`src/rtl/pcs_am_pkg.sv`:
```
// Shared PCS alignment-marker definitions: lane marker table, sync header and the BIP3 parity function.
// The RX BIP checker reuses the same function.
package pcs_am_pkg;

   localparam int AM_LANE_N = 4;
   localparam logic [1:0] AM_SYNC = 2'b01;

   typedef logic [7:0] am_byte_t;
   typedef am_byte_t am_m_t [AM_LANE_N][3];

   localparam am_m_t AM_M = '{
      '{8'h90, 8'h76, 8'h47},
      '{8'hF0, 8'hC4, 8'hE6},
      '{8'hC5, 8'h65, 8'h9B},
      '{8'hA2, 8'h79, 8'h3D}
   };

   // Bit k folds bit k of every payload byte; the two sync bits land on bits 3 and 4.
   function automatic logic [7:0] bip3(input logic [65:0] b);
      logic [7:0] acc;
      acc = 8'h00;
      for (int k = 0; k < 8; k++) begin
         for (int n = 0; n < 8; n++) begin
            acc[k] = acc[k] ^ b[2 + k + 8*n];
         end
      end
      acc[3] = acc[3] ^ b[0];
      acc[4] = acc[4] ^ b[1];
      return acc;
   endfunction

endpackage

```
`src/rtl/am_bip_acc.sv`:
```
// Running BIP3 accumulator over the blocks placed on the lane output.
// seed_v restarts the accumulation from the parity of the block being sent (the new AM).
module am_bip_acc
   import pcs_am_pkg::*;
#(
   parameter int BLOCK_W = 66
) (
   input  logic               clk,
   input  logic               reset,
   input  logic               seed_v,
   input  logic [BLOCK_W-1:0] blk,
   output logic [7:0]         bip_o
);

   logic [7:0] bip_q;
   logic [7:0] bip_d;

   always_comb begin
      bip_d = seed_v ? bip3(blk) : (bip_q ^ bip3(blk));
   end

   always_ff @(posedge clk) begin
      if (reset) begin
         bip_q <= 8'h00;
      end else begin
         bip_q <= bip_d;
      end
   end

   assign bip_o = bip_q;

endmodule

```
`src/rtl/am_insert_lane_tx.sv`:
```
// Per-lane TX alignment-marker insertion: stalls upstream once per period and emits a
// lane-specific 66b AM carrying BIP3/BIP7 over every block sent since the previous AM.
module am_insert_lane_tx
   import pcs_am_pkg::*;
#(
   parameter int BLOCK_W   = 66,
   parameter int LANE      = 0,
   parameter int AM_PERIOD = 16383,
   parameter int CNT_W     = $clog2(AM_PERIOD + 1)
) (
   input  logic               clk,
   input  logic               reset,
   input  logic [BLOCK_W-1:0] data_i,
   output logic               ready_o,
   output logic [BLOCK_W-1:0] data_o,
   output logic               am_v_o
);

   logic [CNT_W-1:0]   cnt_q;
   logic [CNT_W-1:0]   cnt_d;
   logic [7:0]         bip_q;
   logic               am_slot;
   logic [BLOCK_W-1:0] am_blk;
   logic [BLOCK_W-1:0] out_d;

   // Slot 0 of every period is reserved for the AM; slots 1..AM_PERIOD carry data.
   assign am_slot = (cnt_q == '0);
   assign ready_o = ~reset & ~am_slot;

   always_comb begin
      cnt_d = (cnt_q == CNT_W'(AM_PERIOD)) ? '0 : cnt_q + CNT_W'(1);
   end

   assign am_blk = {~bip_q, ~AM_M[LANE][2], ~AM_M[LANE][1], ~AM_M[LANE][0],
                    bip_q,  AM_M[LANE][2],  AM_M[LANE][1],  AM_M[LANE][0], AM_SYNC};

   assign out_d = am_slot ? am_blk : data_i;

   am_bip_acc #(
      .BLOCK_W(BLOCK_W)
   ) u_bip (
      .clk   (clk),
      .reset (reset),
      .seed_v(am_slot),
      .blk   (out_d),
      .bip_o (bip_q)
   );

   always_ff @(posedge clk) begin
      if (reset) begin
         cnt_q  <= '0;
         data_o <= '0;
         am_v_o <= 1'b0;
      end else begin
         cnt_q  <= cnt_d;
         data_o <= out_d;
         am_v_o <= am_slot;
      end
   end

endmodule

```
`config.mk`:
```
export PLATFORM = sky130hd
export DESIGN_NAME = am_insert_lane_tx
export DESIGN_NICKNAME = d
export VERILOG_FILES = /design/src/rtl/pcs_am_pkg.sv /design/src/rtl/am_bip_acc.sv /design/src/rtl/am_insert_lane_tx.sv
export SDC_FILE = /design/constraint.sdc
export NUM_CORES = 1
export LEC_CHECK = 0
export BUFFER_PORTS_ARGS = -buffer_cell sky130_fd_sc_hd__buf_2
export CAP_MARGIN = 5
export CORE_AREA = 3 3 86 88
export CTS_BUF_LIST = sky130_fd_sc_hd__clkbuf_16
export DETAILED_ROUTE_END_ITERATION = 8
export DIE_AREA = 0 0 89 91
export PLACE_DENSITY = 0.83
export SYNTH_ARGS = -nofsm -noshare
export SYNTH_HDL_FRONTEND = slang
export SYNTH_SLANG_ARGS = --single-unit
```
`constraint.sdc`:
```
create_clock -name clk -period 3.3 [get_ports clk]
set_input_delay 0.33 -clock clk [delete_from_list [all_inputs] [get_ports clk]]
set_output_delay 0.33 -clock clk [all_outputs]
set_load 0.1 [all_outputs]
```
* Word-level counts from Yosys, hierarchy flattened *
Cells that the tools add are included.

word-level totals
  output and inout port bits = 68
  bits of input ports = 68
  flip-flop bits (word level) = 89

cells by class
  multiplexer cells = 2
  equal/unequal tests = 1
  bitwise logic cells = 63
  reduce and logical (&&, ||, !) cells = 2
  add/subtract/negate cells = 1

operators with widths
  operator                                                         count
  66-bit 2-to-1 mux                                                1
  1-bit bitwise XOR                                                58
  14-bit by 1-bit adder with 14-bit output, second input constant  1
  14-bit equality test, second input constant                      1
  14-bit zero test                                                 1
  8-bit 2-to-1 mux                                                 1
  8-bit inverter                                                   1
  8-bit bitwise XOR                                                1
  1-bit inverter                                                   2
  2-bit OR reduction                                               1
  1-bit AND                                                        1

* Longest topological paths before layout *
  depth in word-level cells = 12
  gate-level depth with buffers = 9

* Hierarchy *
Synthesis repeated with hierarchy kept, for this count alone.

unflattened totals
  cells, all modules = 424
  area total of the unflattened synthesis = 4195.3 sq um

by module, submodules not included
  module             cells each  area an instance (sq um)  seq. area each (sq um)  instances
  am_insert_lane_tx  341         3310.7                    1621.6                  1
  am_bip_acc         83          884.6                     160.2                   1

* Worst setup path before layout *
No wires, ideal clock.

  kind = reg-to-output
  start point = reg cnt_q[0]
  end point = out ready_o
  stages on the path, launching flop included = 9
  arrival time = 1.457 ns
  buffers on the path = 2
  slack = 1.513 ns
  required time = 2.970 ns
  cells stage by stage = dfxtp_1 -> inv_1 -> ha_1 -> nor4b_2 -> nand4_2 -> nand2b_1 -> buf_6 -> inv_4 -> buf_6

on the way
  longest elaborated chain between the ends = 3

RTL lines
  what                    RTL line                 source
  start, declared         am_insert_lane_tx.sv:19  logic [CNT_W-1:0] cnt_q;
  start signal, assigned  am_insert_lane_tx.sv:55  cnt_q <= cnt_d;
  14-bit zero test        am_insert_lane_tx.sv:27  assign am_slot = (cnt_q == '0);
  1-bit inverter          am_insert_lane_tx.sv:28  assign ready_o = ~reset & ~am_slot;
  1-bit AND               am_insert_lane_tx.sv:28
  end, declared           am_insert_lane_tx.sv:14  output logic ready_o,

No other way between the ends.

* Worst setup path in the final report *
Same ends and word-level chain as after synthesis.

==> impl_results.md <==
- Status: completed
- Placed wire-length estimate: 5950 µm
- Fillers: 514
- Resized cells post-CTS: 0
- RSZ-0062 raised after global routing: no
- Data required, critical path: 2.97 ns
- Clock Latency Late Sink: 0.34 ns
- Largest net degree at the start of global routing: 49
- Residual DRC: 0
- Worst hold path startpoint: data_i[23]
- Crit path DAT: 2.28 ns
- Commonest non-fill, non-tap cells in the layout: buf_2 (135), dfxtp_1 (89), nor2_1 (75)
- Post-synth top area cell: dfxtp_1
- Final setup viols: 0
- WL per Instance: 14.2 µm
- CP startpoint kind: flop
- Postcts setup bufs: 0
- Hold Crit Class: input port to flop
- Syn_nets: 426
- Worst Path Max Fanout: 26
- Post-synthesis sequential area ratio: 51.1%
- Yosys warning count: 0
- Core box area: 0.00672 mm²
- Fin crit share: 79.0%
- Most common cell after layout, fill and taps aside: buf_2
- Antenna violations before repair: 0
- Non-Filler Instances: 575
- Worst vdd ir: 0.367 mV
- Worst hold path depth: 2
- FF-to-FF path depth: 7
- Reg2reg start: cnt_q[0]
- FF+latch count, synth: 89
- Global-route wire length before repair: 13000 µm
- TritonCTS Buffers: 9
- Share of cells above drive strength 1: 31.7%
- Initial Util: 51.9%
- Gr ovfl total: 0
- Vias per inst: 4.86
- Min Hold Slack: 0.218 ns
- Final Hold Fails: 0
- Iter 0 DRT Violations: 192
- Post-synth cell types: 28
- Routed WL: 8170 µm
- Root Buffer: clkbuf_16
- Die Y: 91 µm
- Post-CTS Hold Buffers: 0
- Power per Cell Area: 738 mW/mm²
- Pleak: 2.10 nW
- Die Area: 0.00810 mm²
- Avg Cell Area, Syn: 9.80 µm²
- Clock Sinks: 89
- Antenna Cells: 0
- Ports: 136
- Fin nets: 560
- Layout area overhead: 28.6%
- Row cnt: 30
- Worst Skew: 0.00610 ns
- CTS clk-pin slew, worst paths: 0.07 ns
- Die width: 89 µm
- Crit path kind: flop to output pin
- Top cell type's share of synthesized area: 51.1%
- Final RePlAce weighted congestion: 0.940
- Max-slew violations: 0
- Gate Count Post-Synth: 356
- CTS Buffer Depth: 2
- Worst Setup SP: cnt_q[0]
- Synth area leaders: dfxtp_1 (51%), xnor2_1 (14%), nor2_1 (8.1%)
- Dpl cells: 559
- CTS H-tree depth: 3
- IO Port Bufs: 135
- Element type at the critical path end: output pin
- Worst-Margin Slew: 0.790 ns
- CTS tree: done
- Setup TNS: 0 ns
- DR vias: 2792
- First drt pass iteration count: 4
- Gr usage total: 20.9%
- Synth Cell Area: 0.00349 mm²
- DRT antenna net count: 0
- Fin crit period: 2.61 ns
- Max Freq: 384 MHz
- Vias in the first global route: 2843
- Relative slew slack: 47.3%
- # Max-Cap Violations: 0
## cells in the mapped netlist
master,count
and2_1,25
nand4_1,5
a41o_1,1
nand3_1,4
xor2_1,7
nor4b_2,1
clkbuf_1,6
xnor3_1,8
nand2_1,27
nor3b_1,1
nor4_2,1
nand2b_1,9
and4_1,2
buf_6,3
and3_1,1
buf_2,1
nor3_1,3
inv_1,4
nor2_1,75
nand4_2,1
inv_4,1
buf_1,1
nor4_1,2
ha_1,2
a21oi_1,17
dfxtp_1,89
xnor2_1,55
buf_4,4
## area by class of cell
type | count | area (µm²) | share of cell area [%]
Clock buffer | 9 | 225 | 5.02
Clock inverter | 7 | 55.1 | 1.23
Inverter | 5 | 21.3 | 0.474
Multi-Input combinational cell | 247 | 1590 | 35.4
Sequential cell | 89 | 1780 | 39.7
Tap cell | 80 | 100 | 2.23
Timing Repair Buffer | 138 | 711 | 15.9
## flip-flops by register name, summed over array words and instances (netlist names)
register,count
am_v_o,1
cnt_q,14
data_o,66
u_bip.bip_o,8
## final timing paths
| check | end | slack, ns |
|---|---|---|
| max | ready_o | 0.69 |
| max reg2reg | data_o[61] | 1.15 |
| min | data_o[23] | 0.22 |
| min reg2reg | data_o[28] | 0.49 |
## metrics by stage
stage               utilization (%)  instance area [µm²]  worst slack [ns]  power [W]
floorplan                         -                 3490              1.51    0.00219
global placement               62.6                 4200              1.12    0.00237
detailed placement             62.6                 4200              1.06    0.00239
CTS                            66.7                 4480             0.696    0.00334
global route                   66.7                 4480             0.530    0.00345
finish                         66.7                 4480             0.693    0.00331
## power breakdown
group | internal, W | switching [W]
clock | 0.000516 | 0.000429
sequential | 0.00118 | 0.0000431
combinational | 0.000311 | 0.000830
## per-layer routing
metal / part of all wire (%) / wire, µm / up-vias / global-route usage (%)
li1: - / - / 1396 / -
met4: 2.2 / 182 / 0 / 10.3
met2: 48 / 3930 / 119 / 33.3
met1: 41 / 3320 / 1261 / 24.8
met3: 9.1 / 741 / 16 / 6.90
met5: 0 / 0 / - / 0
## kinds of logic (layout without fill, tap and decap cells)
family	after synthesis	after routing	share of synthesized area (%)
and+or+nand+nor	157	157	21.4
DFF	89	89	51.1
xor gates and xnor gates	70	70	20.7
buffers and inverters	20	159	3.34
AOI/OAI and AO/OA	18	18	2.73
adders and majority gates	2	2	0.718
## worst max-delay path, cell delays in order (launching register included)
cell	delay, ns
dfxtp_1	0.42
inv_1	0.07
ha_1	0.19
nor4b_2	0.16
nand4_2	0.10
nand2b_1	0.23
inv_4	0.28
buf_2	0.47
Power figures use the tool's default switching activity.
